--- config.mk ---
export PLATFORM = sky130hd
export DESIGN_NAME = axi_lite_slave_flat
export DESIGN_NICKNAME = d
export VERILOG_FILES = /design/src/rtl/axi_lite_pkg.sv /design/src/rtl/axi_lite_if.sv /design/src/rtl/axi_lite_regbank.sv /design/src/rtl/axi_lite_slave.sv /design/src/flat_wrapper.sv
export SDC_FILE = /design/constraint.sdc
export NUM_CORES = 1
export LEC_CHECK = 0
export CAP_MARGIN = 20
export CELL_PAD_IN_SITES_DETAIL_PLACEMENT = 0
export CELL_PAD_IN_SITES_GLOBAL_PLACEMENT = 1
export CORE_ASPECT_RATIO = 1.4
export CORE_MARGIN = 1
export CORE_UTILIZATION = 35
export CTS_BUF_LIST = sky130_fd_sc_hd__clkbuf_2
export CTS_CLUSTER_DIAMETER = 100
export DETAILED_ROUTE_END_ITERATION = 6
export PLACE_DENSITY_LB_ADDON = 0.1
export SLEW_MARGIN = 25
export SYNTH_ARGS = -nofsm -noshare
export SYNTH_HDL_FRONTEND = slang
export SYNTH_SLANG_ARGS = --single-unit
--- constraint.sdc ---
create_clock -name aclk -period 32.1 [get_ports aclk]
set_clock_uncertainty 0.1 [all_clocks]
set_input_delay 9.63 -clock aclk [delete_from_list [all_inputs] [get_ports aclk]]
set_output_delay 9.63 -clock aclk [all_outputs]
set_load 0.05 [all_outputs]
--- src/rtl/axi_lite_pkg.sv ---
// -----------------------------------------------------------------------------
// axi_lite_pkg
// Shared AXI4-Lite types: address/data/strobe/response widths, response codes
// and the channel FSM state encodings used by the register slave.
// -----------------------------------------------------------------------------
package axi_lite_pkg;

    typedef logic [31:0] addr_t;
    typedef logic [31:0] data_t;
    typedef logic [3:0]  strb_t;
    typedef logic [1:0]  resp_t;

    localparam resp_t RESP_OKAY   = 2'b00;
    localparam resp_t RESP_SLVERR = 2'b10;

    typedef enum logic [1:0] {
        W_IDLE,
        W_HAVE_ADDR,
        W_HAVE_DATA,
        W_RESP
    } wr_state_t;

    typedef enum logic {
        R_IDLE,
        R_DATA
    } rd_state_t;

endpackage

--- src/rtl/axi_lite_if.sv ---
// -----------------------------------------------------------------------------
// axi_lite_if
// AXI4-Lite bus bundle (AW, W, B, AR, R channels).
//   master modport : drives addresses, write data, valids and response readies
//   slave  modport : drives address/data readies, responses and read data
// -----------------------------------------------------------------------------
interface axi_lite_if;
    import axi_lite_pkg::*;

    addr_t awaddr;
    logic  awvalid;
    logic  awready;
    data_t wdata;
    strb_t wstrb;
    logic  wvalid;
    logic  wready;
    resp_t bresp;
    logic  bvalid;
    logic  bready;
    addr_t araddr;
    logic  arvalid;
    logic  arready;
    data_t rdata;
    resp_t rresp;
    logic  rvalid;
    logic  rready;

    modport master (
        output awaddr, awvalid, wdata, wstrb, wvalid, bready, araddr, arvalid, rready,
        input  awready, wready, bresp, bvalid, arready, rdata, rresp, rvalid
    );

    modport slave (
        input  awaddr, awvalid, wdata, wstrb, wvalid, bready, araddr, arvalid, rready,
        output awready, wready, bresp, bvalid, arready, rdata, rresp, rvalid
    );

endinterface

--- src/rtl/axi_lite_regbank.sv ---
// -----------------------------------------------------------------------------
// axi_lite_regbank
// NUM_REGS x 32-bit register storage with one byte-strobed write port, a
// combinational read mux, a flat export of all registers and a one-cycle
// commit pulse per register.
//   aclk, areset   : clock, asynchronous active-high reset
//   i_wr_en        : commit i_wr_data into register i_wr_idx under i_wr_strb
//   i_rd_idx       : read mux select, o_rd_data is the current register value
//   o_reg_out      : register i at bits [32*i+31:32*i]
//   o_wr_pulse     : bit i high for the cycle after register i is committed
// -----------------------------------------------------------------------------
module axi_lite_regbank
    import axi_lite_pkg::*;
#(
    parameter int NUM_REGS = 8,
    parameter int IDX_W    = 3
) (
    input  logic                     aclk,
    input  logic                     areset,
    input  logic                     i_wr_en,
    input  logic [IDX_W-1:0]         i_wr_idx,
    input  data_t                    i_wr_data,
    input  strb_t                    i_wr_strb,
    input  logic [IDX_W-1:0]         i_rd_idx,
    output data_t                    o_rd_data,
    output logic [NUM_REGS*32-1:0]   o_reg_out,
    output logic [NUM_REGS-1:0]      o_wr_pulse
);

    genvar gi;
    generate
        for (gi = 0; gi < NUM_REGS; gi++) begin : g_reg
            logic  w_sel;
            data_t r_reg;
            logic  r_pulse;

            assign w_sel = i_wr_en && (i_wr_idx == IDX_W'(gi));

            always_ff @(posedge aclk or posedge areset) begin
                if (areset) begin
                    r_reg   <= '0;
                    r_pulse <= 1'b0;
                end else begin
                    // The pulse fires on every commit, even with no strobe bits set.
                    r_pulse <= w_sel;
                    if (w_sel) begin
                        for (int b = 0; b < 4; b++) begin
                            if (i_wr_strb[b]) begin
                                r_reg[8*b +: 8] <= i_wr_data[8*b +: 8];
                            end
                        end
                    end
                end
            end

            assign o_reg_out[32*gi +: 32] = r_reg;
            assign o_wr_pulse[gi]         = r_pulse;
        end
    endgenerate

    // The caller only uses this value for in-range indices.
    assign o_rd_data = o_reg_out[{i_rd_idx, 5'b0} +: 32];

endmodule

--- src/rtl/axi_lite_slave.sv ---
// -----------------------------------------------------------------------------
// axi_lite_slave
// AXI4-Lite register slave: NUM_REGS 32-bit read/write registers starting at
// byte address BASE_ADDR. Write and read channels are independent FSMs; every
// handshake ready and every response output is registered.
//   aclk, areset : clock, asynchronous active-high reset
//   s_axi_lite   : AXI4-Lite slave port (AW/W/B/AR/R)
//   reg_out      : flat register contents, reg i at bits [32*i+31:32*i]
//   wr_pulse     : one-cycle pulse after register i is written
// -----------------------------------------------------------------------------
module axi_lite_slave
    import axi_lite_pkg::*;
#(
    parameter int    NUM_REGS  = 8,
    parameter addr_t BASE_ADDR = 32'h0
) (
    input  logic                    aclk,
    input  logic                    areset,
    axi_lite_if.slave               s_axi_lite,
    output logic [NUM_REGS*32-1:0]  reg_out,
    output logic [NUM_REGS-1:0]     wr_pulse
);

    localparam int    IDX_W      = (NUM_REGS > 1) ? $clog2(NUM_REGS) : 1;
    localparam addr_t NUM_REGS_A = addr_t'(NUM_REGS);

    // Byte offset from the window base; addr[1:0] drop out in the shift.
    function automatic logic in_window(addr_t a);
        return (a >= BASE_ADDR) && (((a - BASE_ADDR) >> 2) < NUM_REGS_A);
    endfunction

    function automatic logic [IDX_W-1:0] to_idx(addr_t a);
        return IDX_W'((a - BASE_ADDR) >> 2);
    endfunction

    // ---------------- write channel ----------------
    wr_state_t r_wstate, w_wstate_next;
    logic      r_awready, w_awready_next;
    logic      r_wready, w_wready_next;
    logic      r_bvalid, w_bvalid_next;
    resp_t     r_bresp, w_bresp_next;
    addr_t     r_awaddr, w_awaddr_next;
    data_t     r_wdata, w_wdata_next;
    strb_t     r_wstrb, w_wstrb_next;

    logic      w_aw_hs, w_w_hs, w_commit, w_wr_hit;
    addr_t     w_cm_addr;
    data_t     w_cm_data;
    strb_t     w_cm_strb;

    assign w_aw_hs  = s_axi_lite.awvalid && r_awready;
    assign w_w_hs   = s_axi_lite.wvalid && r_wready;
    assign w_wr_hit = in_window(w_cm_addr);

    always_ff @(posedge aclk or posedge areset) begin
        if (areset) begin
            r_wstate  <= W_IDLE;
            r_awready <= 1'b0;
            r_wready  <= 1'b0;
            r_bvalid  <= 1'b0;
            r_bresp   <= RESP_OKAY;
            r_awaddr  <= '0;
            r_wdata   <= '0;
            r_wstrb   <= '0;
        end else begin
            r_wstate  <= w_wstate_next;
            r_awready <= w_awready_next;
            r_wready  <= w_wready_next;
            r_bvalid  <= w_bvalid_next;
            r_bresp   <= w_bresp_next;
            r_awaddr  <= w_awaddr_next;
            r_wdata   <= w_wdata_next;
            r_wstrb   <= w_wstrb_next;
        end
    end

    always_comb begin
        w_wstate_next  = r_wstate;
        w_awready_next = r_awready;
        w_wready_next  = r_wready;
        w_bvalid_next  = r_bvalid;
        w_bresp_next   = r_bresp;
        w_awaddr_next  = r_awaddr;
        w_wdata_next   = r_wdata;
        w_wstrb_next   = r_wstrb;
        w_commit       = 1'b0;
        w_cm_addr      = s_axi_lite.awaddr;
        w_cm_data      = s_axi_lite.wdata;
        w_cm_strb      = s_axi_lite.wstrb;

        case (r_wstate)
            W_IDLE: begin
                if (w_aw_hs && w_w_hs) begin
                    w_commit = 1'b1;
                end else if (w_aw_hs) begin
                    w_awaddr_next  = s_axi_lite.awaddr;
                    w_awready_next = 1'b0;
                    w_wready_next  = 1'b1;
                    w_wstate_next  = W_HAVE_ADDR;
                end else if (w_w_hs) begin
                    w_wdata_next   = s_axi_lite.wdata;
                    w_wstrb_next   = s_axi_lite.wstrb;
                    w_awready_next = 1'b1;
                    w_wready_next  = 1'b0;
                    w_wstate_next  = W_HAVE_DATA;
                end else begin
                    // Also raises the readies on the first edge after reset.
                    w_awready_next = 1'b1;
                    w_wready_next  = 1'b1;
                end
            end
            W_HAVE_ADDR: begin
                w_cm_addr = r_awaddr;
                w_commit  = w_w_hs;
            end
            W_HAVE_DATA: begin
                w_cm_data = r_wdata;
                w_cm_strb = r_wstrb;
                w_commit  = w_aw_hs;
            end
            W_RESP: begin
                if (s_axi_lite.bready) begin
                    w_bvalid_next  = 1'b0;
                    w_awready_next = 1'b1;
                    w_wready_next  = 1'b1;
                    w_wstate_next  = W_IDLE;
                end
            end
            default: w_wstate_next = W_IDLE;
        endcase

        if (w_commit) begin
            w_awready_next = 1'b0;
            w_wready_next  = 1'b0;
            w_bvalid_next  = 1'b1;
            w_bresp_next   = w_wr_hit ? RESP_OKAY : RESP_SLVERR;
            w_wstate_next  = W_RESP;
        end
    end

    // ---------------- read channel ----------------
    rd_state_t r_rstate, w_rstate_next;
    logic      r_arready, w_arready_next;
    logic      r_rvalid, w_rvalid_next;
    resp_t     r_rresp, w_rresp_next;
    data_t     r_rdata, w_rdata_next;
    data_t     w_rd_data;
    logic      w_rd_hit;

    assign w_rd_hit = in_window(s_axi_lite.araddr);

    always_ff @(posedge aclk or posedge areset) begin
        if (areset) begin
            r_rstate  <= R_IDLE;
            r_arready <= 1'b0;
            r_rvalid  <= 1'b0;
            r_rresp   <= RESP_OKAY;
            r_rdata   <= '0;
        end else begin
            r_rstate  <= w_rstate_next;
            r_arready <= w_arready_next;
            r_rvalid  <= w_rvalid_next;
            r_rresp   <= w_rresp_next;
            r_rdata   <= w_rdata_next;
        end
    end

    always_comb begin
        w_rstate_next  = r_rstate;
        w_arready_next = r_arready;
        w_rvalid_next  = r_rvalid;
        w_rresp_next   = r_rresp;
        w_rdata_next   = r_rdata;

        case (r_rstate)
            R_IDLE: begin
                if (s_axi_lite.arvalid && r_arready) begin
                    // Sampled before any same-edge commit lands: pre-write value.
                    w_rdata_next   = w_rd_hit ? w_rd_data : '0;
                    w_rresp_next   = w_rd_hit ? RESP_OKAY : RESP_SLVERR;
                    w_rvalid_next  = 1'b1;
                    w_arready_next = 1'b0;
                    w_rstate_next  = R_DATA;
                end else begin
                    w_arready_next = 1'b1;
                end
            end
            R_DATA: begin
                if (s_axi_lite.rready) begin
                    w_rvalid_next  = 1'b0;
                    w_arready_next = 1'b1;
                    w_rstate_next  = R_IDLE;
                end
            end
            default: w_rstate_next = R_IDLE;
        endcase
    end

    // ---------------- storage ----------------
    axi_lite_regbank #(
        .NUM_REGS (NUM_REGS),
        .IDX_W    (IDX_W)
    ) u_regbank (
        .aclk       (aclk),
        .areset     (areset),
        .i_wr_en    (w_commit && w_wr_hit),
        .i_wr_idx   (to_idx(w_cm_addr)),
        .i_wr_data  (w_cm_data),
        .i_wr_strb  (w_cm_strb),
        .i_rd_idx   (to_idx(s_axi_lite.araddr)),
        .o_rd_data  (w_rd_data),
        .o_reg_out  (reg_out),
        .o_wr_pulse (wr_pulse)
    );

    assign s_axi_lite.awready = r_awready;
    assign s_axi_lite.wready  = r_wready;
    assign s_axi_lite.bvalid  = r_bvalid;
    assign s_axi_lite.bresp   = r_bresp;
    assign s_axi_lite.arready = r_arready;
    assign s_axi_lite.rvalid  = r_rvalid;
    assign s_axi_lite.rresp   = r_rresp;
    assign s_axi_lite.rdata   = r_rdata;

endmodule

--- src/flat_wrapper.sv ---
// flat-port wrapper written by rule: the top's interface ports become plain ports
module axi_lite_slave_flat import axi_lite_pkg::*;
#(
    parameter int    NUM_REGS  = 8,
    parameter addr_t BASE_ADDR = 32'h0
)
  (aclk, areset, reg_out, wr_pulse, s_axi_lite_awaddr, s_axi_lite_awvalid, s_axi_lite_wdata, s_axi_lite_wstrb, s_axi_lite_wvalid, s_axi_lite_bready, s_axi_lite_araddr, s_axi_lite_arvalid, s_axi_lite_rready, s_axi_lite_awready, s_axi_lite_wready, s_axi_lite_bresp, s_axi_lite_bvalid, s_axi_lite_arready, s_axi_lite_rdata, s_axi_lite_rresp, s_axi_lite_rvalid);
  axi_lite_if s_axi_lite_i ();
  input  logic aclk;
  input  logic areset;
  output logic [NUM_REGS*32-1:0] reg_out;
  output logic [NUM_REGS-1:0] wr_pulse;
  input wire logic [$bits(s_axi_lite_i.awaddr)-1:0] s_axi_lite_awaddr;
  input wire logic [$bits(s_axi_lite_i.awvalid)-1:0] s_axi_lite_awvalid;
  input wire logic [$bits(s_axi_lite_i.wdata)-1:0] s_axi_lite_wdata;
  input wire logic [$bits(s_axi_lite_i.wstrb)-1:0] s_axi_lite_wstrb;
  input wire logic [$bits(s_axi_lite_i.wvalid)-1:0] s_axi_lite_wvalid;
  input wire logic [$bits(s_axi_lite_i.bready)-1:0] s_axi_lite_bready;
  input wire logic [$bits(s_axi_lite_i.araddr)-1:0] s_axi_lite_araddr;
  input wire logic [$bits(s_axi_lite_i.arvalid)-1:0] s_axi_lite_arvalid;
  input wire logic [$bits(s_axi_lite_i.rready)-1:0] s_axi_lite_rready;
  output wire logic [$bits(s_axi_lite_i.awready)-1:0] s_axi_lite_awready;
  output wire logic [$bits(s_axi_lite_i.wready)-1:0] s_axi_lite_wready;
  output wire logic [$bits(s_axi_lite_i.bresp)-1:0] s_axi_lite_bresp;
  output wire logic [$bits(s_axi_lite_i.bvalid)-1:0] s_axi_lite_bvalid;
  output wire logic [$bits(s_axi_lite_i.arready)-1:0] s_axi_lite_arready;
  output wire logic [$bits(s_axi_lite_i.rdata)-1:0] s_axi_lite_rdata;
  output wire logic [$bits(s_axi_lite_i.rresp)-1:0] s_axi_lite_rresp;
  output wire logic [$bits(s_axi_lite_i.rvalid)-1:0] s_axi_lite_rvalid;
  assign s_axi_lite_i.awaddr = s_axi_lite_awaddr;
  assign s_axi_lite_i.awvalid = s_axi_lite_awvalid;
  assign s_axi_lite_i.wdata = s_axi_lite_wdata;
  assign s_axi_lite_i.wstrb = s_axi_lite_wstrb;
  assign s_axi_lite_i.wvalid = s_axi_lite_wvalid;
  assign s_axi_lite_i.bready = s_axi_lite_bready;
  assign s_axi_lite_i.araddr = s_axi_lite_araddr;
  assign s_axi_lite_i.arvalid = s_axi_lite_arvalid;
  assign s_axi_lite_i.rready = s_axi_lite_rready;
  assign s_axi_lite_awready = s_axi_lite_i.awready;
  assign s_axi_lite_wready = s_axi_lite_i.wready;
  assign s_axi_lite_bresp = s_axi_lite_i.bresp;
  assign s_axi_lite_bvalid = s_axi_lite_i.bvalid;
  assign s_axi_lite_arready = s_axi_lite_i.arready;
  assign s_axi_lite_rdata = s_axi_lite_i.rdata;
  assign s_axi_lite_rresp = s_axi_lite_i.rresp;
  assign s_axi_lite_rvalid = s_axi_lite_i.rvalid;
  axi_lite_slave #(.NUM_REGS(NUM_REGS), .BASE_ADDR(BASE_ADDR)) u_core (.aclk(aclk), .areset(areset), .s_axi_lite(s_axi_lite_i), .reg_out(reg_out), .wr_pulse(wr_pulse));
endmodule
==> summary.md, run 1 <==
| Metric | Value |
|---|---|
| Result of the run | completed |
| Num rows | 95 |
| Post-synthesis mux area share | 0.345 |
| Cells along the critical path | clkdlybuf4s50_1 |
| Vias | 11.3k |
| Main combinational cell family by area after synthesis | multiplexers |
| Syn Area/Cell | 15.6 µm² |
| ANT nets after route | 0 |
| Max Fclk | 0.0831 GHz |
| Cell variety after synth | 51 |
| Later-pin clock latency in the skew report | 1.01 ns |
| Clock power share | 0.288 |
| Area leader, netlist | dfrtp_1 |
| Post-synthesis compound-gate area fraction | 0.0190 |
| Slowest Stage Delay on Critical Path | 0.90 ns |
| Antenna violations before repair | 4 |
| Clock Pin Slew Worst Setup and Hold Paths | 0.09 ns |
| Clk buf depth | 3 |
| Seq pwr share | 0.480 |
| Final setup viols | 0 |
| Iter 0 DRT Violations | 417 |
| Sequential area share after synthesis | 0.546 |
| CTS tree | built |
| Xor/xnor share of the synthesized area | 0 |
| Switch share | 0.332 |
| Critical path peak fanout | 3 |
| Buf/Inv on CP | 1 |
| Max-slew violation count | 0 |
| Gpl congestion | 0.775 |
| Worst slack, placed | 19.36 ns |
| CP delay by family, top | buffers and inverters |
| First-pass GRT wire length | 79.2 mm |
| Setup TNS | 0 ns |
| Slew margin rel. | 0.308 |
| Die Height | 263 µm |
| Gate power share | 0.232 |
| Die Area | 49600 µm² |
| # H-tree levels | 3 |
| IO Count | 412 |
| Die Wd | 189 µm |
| RSZ-0062 raised after global routing | false |
| HPWL Detailed | 34.8 mm |
| CTS Sinks | 372 |
| Area growth syn-to-layout | 32.3% |
| CTS hold repair buffers | 0 |
| Worst EP arrival | 2.31 ns |
| Wirelength, routed | 52.7 mm |
| Crit-path slowest cell | clkdlybuf4s50_1 |
| Worst setup margin | 20.06 ns |
| Fin. Hold Viols | 0 |
| Vias in the first global route | 12.2k |
| Final Critical Period | 12.04 ns |
| Simple-gate share of the synthesized area | 0.0643 |
| Max reg flops | 256 |
| CP endpoint kind | output port |
| DR WL/cell | 23.4 µm |
| Net Sw Power | 0.000374 W |
| Overall Global Routing Usage | 0.215 |
| Most common cell in the netlist | dfrtp_1 |
| Peak supply drop | 31.2 µV |
| EDFF count, synth | 0 |
| Ys Warns | 0 |
| FILL cells | 4473 |
| Crit path from | u_core.u_regbank.g_reg[3].r_reg[11] |
| CP Depth | 1 |
| Cell count after synthesis | 1097 |
| Clk Tree Root Cell | clkbuf_2 |
| Seq cells post-synth | 372 |
| Setup CP Type | flip-flop to output port |
| Crit start category | flip-flop |
| Reg-to-Reg End | u_core.u_regbank.g_reg[0].r_reg[31] |
| Leak | 10.5 nW |
| Total CTS buffers | 98 |
| DRC | 0 |
| Power density cells | 49.9 nW/µm² |
| Crit path capture | reg_out[107] |
| Resize count post-CTS | 0 |
| Reg2Reg Setup Slack | 28.13 ns |
| Post-synth top area share | 0.546 |
| Layout cells sized above 1 | 0.343 |
| Grt ovf | 0 |
| Final Util | 0.470 |
| Initial Util | 0.355 |
| Reg2Reg Depth | 8 |
| Critical R2R Launch | u_core.r_wstate[1] |
| Top FF cell, synth | dfrtp_1 |
| Final Cycle Share | 0.375 |
| Core box area | 48000 µm² |
| Drt pass-1 iters | 4 |
| HP Class | flip-flop to flip-flop |
| Actual slew at the worst max-slew pin | 1.04 ns |
| Pint | 0.000752 W |
| Post-CTS Setup Repair Bufs | 0 |
| Synth async-reset ratio | 1.00 |
| Synth cell count leaders | 372 x dfrtp_1, 263 x mux2_2, 76 x mux2_1, 64 x mux4_2, 42 x nand2_1 |
| Synth Area in Adders | 0.00293 |
| Largest net degree at the start of global routing | 174 |
| Top post-synthesis cells by area | dfrtp_1 55%, mux2_2 17%, mux4_2 8.4%, mux2_1 5.0%, nand4_4 2.4% |
| Fin nets | 1664 |
| Max_cap viols | 0 |
| Vias per cell | 5.04 |
| Synth Cell Area | 17100 µm² |
| Req. time, crit path | 22.37 ns |
| Port buffer count | 405 |
through the flow:
stage          cells  total power [W]  cell area (µm²)  hold slack, ns
4_1_cts         2246          0.00115            22500           0.394
5_1_grt         2250          0.00120            22600           0.405
2_1_floorplan   1098         0.000730            17100           0.375
3_3_place_gp    2081         0.000809            21700           0.361
3_5_place_dp    2081         0.000816            21700           0.370
6_report        2250          0.00113            22600           0.385
layout by cell type, fill, tap and decap left out, types with 6 or more instances in the layout:
cell / netlist / layout
and4b_1: 7 / 7
buf_4: 10 / 11
clkbuf_2: 1 / 149
clkdlybuf4s50_1: 0 / 402
clkinv_1: 0 / 9
dfrtp_1: 372 / 372
inv_1: 8 / 7
mux2_1: 76 / 76
mux2_2: 263 / 263
mux2_4: 16 / 16
mux2i_1: 38 / 38
mux4_2: 64 / 64
nand2_1: 42 / 42
nand3_1: 8 / 7
nand4_4: 19 / 19
nor2_1: 18 / 18
nor2b_1: 6 / 6
nor4_1: 13 / 13
o21ai_0: 37 / 37
power groups by stage:
| stage | combinational, W | sequential [W] | clock (W) |
|---|---|---|---|
| 4_1_cts | 0.000267 | 0.000540 | 0.000343 |
| 2_1_floorplan | 0.000176 | 0.000553 | 0 |
| 3_5_place_dp | 0.000266 | 0.000550 | 0 |
| 3_3_place_gp | 0.000261 | 0.000547 | 0 |
| 5_1_grt | 0.000286 | 0.000547 | 0.000368 |
| 6_report | 0.000262 | 0.000540 | 0.000324 |
worst min path at each step:
stage,cells after the start,slack [ns],from,to
after CTS,2,0.39,u_core.s_axi_lite.rdata[25],u_core.s_axi_lite.rdata[25]
final,2,0.39,u_core.s_axi_lite.rdata[4],u_core.s_axi_lite.rdata[4]
after floorplan,1,0.37,u_core.r_wdata[30],u_core.r_wdata[30]
after detailed placement,2,0.37,u_core.s_axi_lite.rdata[22],u_core.s_axi_lite.rdata[22]
after global routing,2,0.40,u_core.s_axi_lite.rdata[15],u_core.s_axi_lite.rdata[15]
after global placement,2,0.36,u_core.s_axi_lite.rdata[6],u_core.s_axi_lite.rdata[6]
per-layer routing:
| layer | track usage | vias up | routed length, µm |
|---|---|---|---|
| met1 | 0.259 | 5851 | 21100 |
| li1 | - | 5062 | - |
| met2 | 0.366 | 359 | 26900 |
| met4 | 0.0841 | 4 | 1330 |
| met3 | 0.0545 | 70 | 3330 |
| met5 | 0 | - | 28 |
cell families after synthesis:
kind of cell | Yosys count
AOI/OAI and AO/OA | 53
muxes | 457
DFF | 372
and+or+nand+nor | 139
other | 1
adders and majority gates | 4
buffers and inverters | 71
area by class of cell:
cell class / instances / area, µm² / area share
antenna: 2 / 5.00 / 0.000222
clock inverter: 16 / 92.6 / 0.00410
inverter: 8 / 37.5 / 0.00166
sequential: 372 / 9310 / 0.412
tap: 630 / 788 / 0.0349
multi-input combinational: 655 / 7390 / 0.328
timing repair buffer: 418 / 4200 / 0.186
clock buffer: 149 / 746 / 0.0330
Note: power is estimated with default switching activity, not from simulation.
==> run 2, diff against run 1 <==
==> constraint.sdc (replaced) <==
create_clock -name aclk -period 11.6 [get_ports aclk]
set_clock_uncertainty 0.1 [all_clocks]
set_input_delay 3.48 -clock aclk [delete_from_list [all_inputs] [get_ports aclk]]
set_output_delay 3.48 -clock aclk [all_outputs]
set_load 0.05 [all_outputs]
==> summary.md, run 2 (synthesized netlist as in run 1, its figures left out) <==
| Metric | Value |
|---|---|
| HPWL Detailed | 35.1 mm |
| Clk Tree Root Cell | clkbuf_2 |
| Reg2Reg Setup Slack | 7.65 ns |
| Die Area | 49600 µm² |
| Wirelength, routed | 52.9 mm |
| Clock power share | 0.296 |
| Fin. Hold Viols | 0 |
| Slowest Stage Delay on Critical Path | 0.91 ns |
| RSZ-0062 raised after global routing | false |
| Result of the run | completed |
| Peak supply drop | 100 µV |
| Initial Util | 0.355 |
| Register area | 9310 µm² |
| Final Cycle Share | 0.512 |
| Critical path peak fanout | 3 |
| Total CTS buffers | 97 |
| Commonest cells after routing, fill and taps aside | 402 x clkdlybuf4s50_1, 372 x dfrtp_1, 263 x mux2_2, 149 x clkbuf_2, 76 x mux2_1 |
| # H-tree levels | 3 |
| Net Sw Power | 0.00105 W |
| Worst hold stages | 2 |
| Hold wc startpoint | u_core.s_axi_lite.rvalid |
| Worst hold endpoint | u_core.s_axi_lite.rvalid |
| Die Wd | 189 µm |
| Setup TNS | 0 ns |
| Later-pin clock latency in the skew report | 1.06 ns |
| CP endpoint kind | output port |
| Post-CTS Setup Repair Bufs | 0 |
| Vias per cell | 5.09 |
| DR WL/cell | 23.5 µm |
| Critical R2R Launch | u_core.r_wstate[1] |
| Setup CP Type | flip-flop to output port |
| Commonest non-fill, non-tap cell in the layout | clkdlybuf4s50_1 |
| CTS tree | built |
| CP delay by family, top | buffers and inverters |
| Clk buf depth | 3 |
| Gpl congestion | 0.766 |
| Max-slew violation count | 0 |
| Req. time, crit path | 8.02 ns |
| Gate power share | 0.230 |
| Num rows | 95 |
| ANT nets after route | 0 |
| Drt pass-1 iters | 4 |
| Antenna violations before repair | 4 |
| Worst EP arrival | 2.36 ns |
| Largest net degree at the start of global routing | 166 |
| Core box area | 48000 µm² |
| Port buffer count | 405 |
| CTS hold repair buffers | 0 |
| Max_cap viols | 0 |
| Vias | 11.5k |
| Reg2Reg Depth | 8 |
| Overall Global Routing Usage | 0.218 |
| Crit start category | flip-flop |
| Iter 0 DRT Violations | 356 |
| Max reg flops | 256 |
| Final setup viols | 0 |
| Area growth syn-to-layout | 32.4% |
| HP Class | flip-flop to flip-flop |
| Reg-to-Reg End | u_core.u_regbank.g_reg[2].r_reg[5] |
| Leak | 10.5 nW |
| Switch share | 0.333 |
| Inst Count DP | 2084 |
| Grt ovf | 0 |
| Max Fclk | 0.168 GHz |
| Hold_ws | 0.379 ns |
| FILL cells | 4447 |
| Cells along the critical path | clkdlybuf4s50_1 |
| Area of the multi-input gates | 7400 µm² |
| Crit-path slowest cell | clkdlybuf4s50_1 |
| Slew margin rel. | 0.362 |
| Die Height | 263 µm |
| Resize count post-CTS | 0 |
| Clock Pin Slew Worst Setup and Hold Paths | 0.10 ns |
| DRC | 0 |
| IO Count | 412 |
| Fin nets | 1665 |
| Actual slew at the worst max-slew pin | 0.957 ns |
| Vias in the first global route | 12.4k |
| CP Depth | 1 |
| Buf/Inv on CP | 1 |
| Power density cells | 139 nW/µm² |
| Pint | 0.00210 W |
| First-pass GRT wire length | 80.4 mm |
| CTS Sinks | 372 |
| Layout cells sized above 1 | 0.345 |
| Fin cells | 2252 |
| Seq pwr share | 0.474 |
| Final Critical Period | 5.94 ns |
-- run 2: worst min-delay path, cell delays in order, from the launching register on --
cell	delay, ns
dfrtp_1	0.35
nand2_1	0.05
nand2_1	0.05
-- run 2: how the worst max path moves through the flow --
| stage | startpoint | slack [ns] | end |
|---|---|---|---|
| after global placement | s_axi_lite_awvalid | 5.02 | u_core.u_regbank.g_reg[2].r_reg[18] |
| after detailed placement | s_axi_lite_awaddr[16] | 4.99 | u_core.u_regbank.g_reg[2].r_reg[20] |
| after floorplan | areset | 3.03 | u_core.r_awaddr[10] |
| final | u_core.u_regbank.g_reg[6].r_reg[14] | 5.66 | reg_out[206] |
| after CTS | u_core.u_regbank.g_reg[6].r_reg[14] | 5.46 | reg_out[206] |
| after global routing | u_core.u_regbank.g_reg[6].r_reg[14] | 5.52 | reg_out[206] |
-- run 2: layout make-up --
cell class              count  area share
repair buffers            420       0.186
inverters                   8     0.00150
multi-input cells         655       0.327
flip-flops and latches    372       0.412
clock buffers             149      0.0330
diodes                      3    0.000332
well taps                 630      0.0349
clock inverters            15     0.00537
-- run 2: metrics by stage --
stage               utilization  total power, W  area (µm²)  worst slack, ns
detailed placement        0.452         0.00226       21700             4.99
floorplan                     -         0.00202       17100             3.03
CTS                       0.470         0.00322       22600             5.46
global route              0.471         0.00336       22600             5.52
global placement          0.451         0.00224       21700             5.02
finish                    0.471         0.00315       22600             5.66
-- run 2: power by group through the flow --
stage	logic, W	clock network [W]	registers (W)
6_report	0.000725	0.000932	0.00149
3_3_place_gp	0.000729	0	0.00152
3_5_place_dp	0.000738	0	0.00152
5_1_grt	0.000792	0.00105	0.00151
4_1_cts	0.000739	0.000987	0.00149
2_1_floorplan	0.000487	0	0.00153
-- run 2: per-layer routing --
metal,share of wire,routed length [µm],global-route usage,vias up
met4,0.025,1320,0.0830,4
met3,0.063,3320,0.0589,73
met5,0.00057,30,0,-
met2,0.51,27200,0.374,348
li1,-,-,-,5080
met1,0.40,21000,0.259,5962
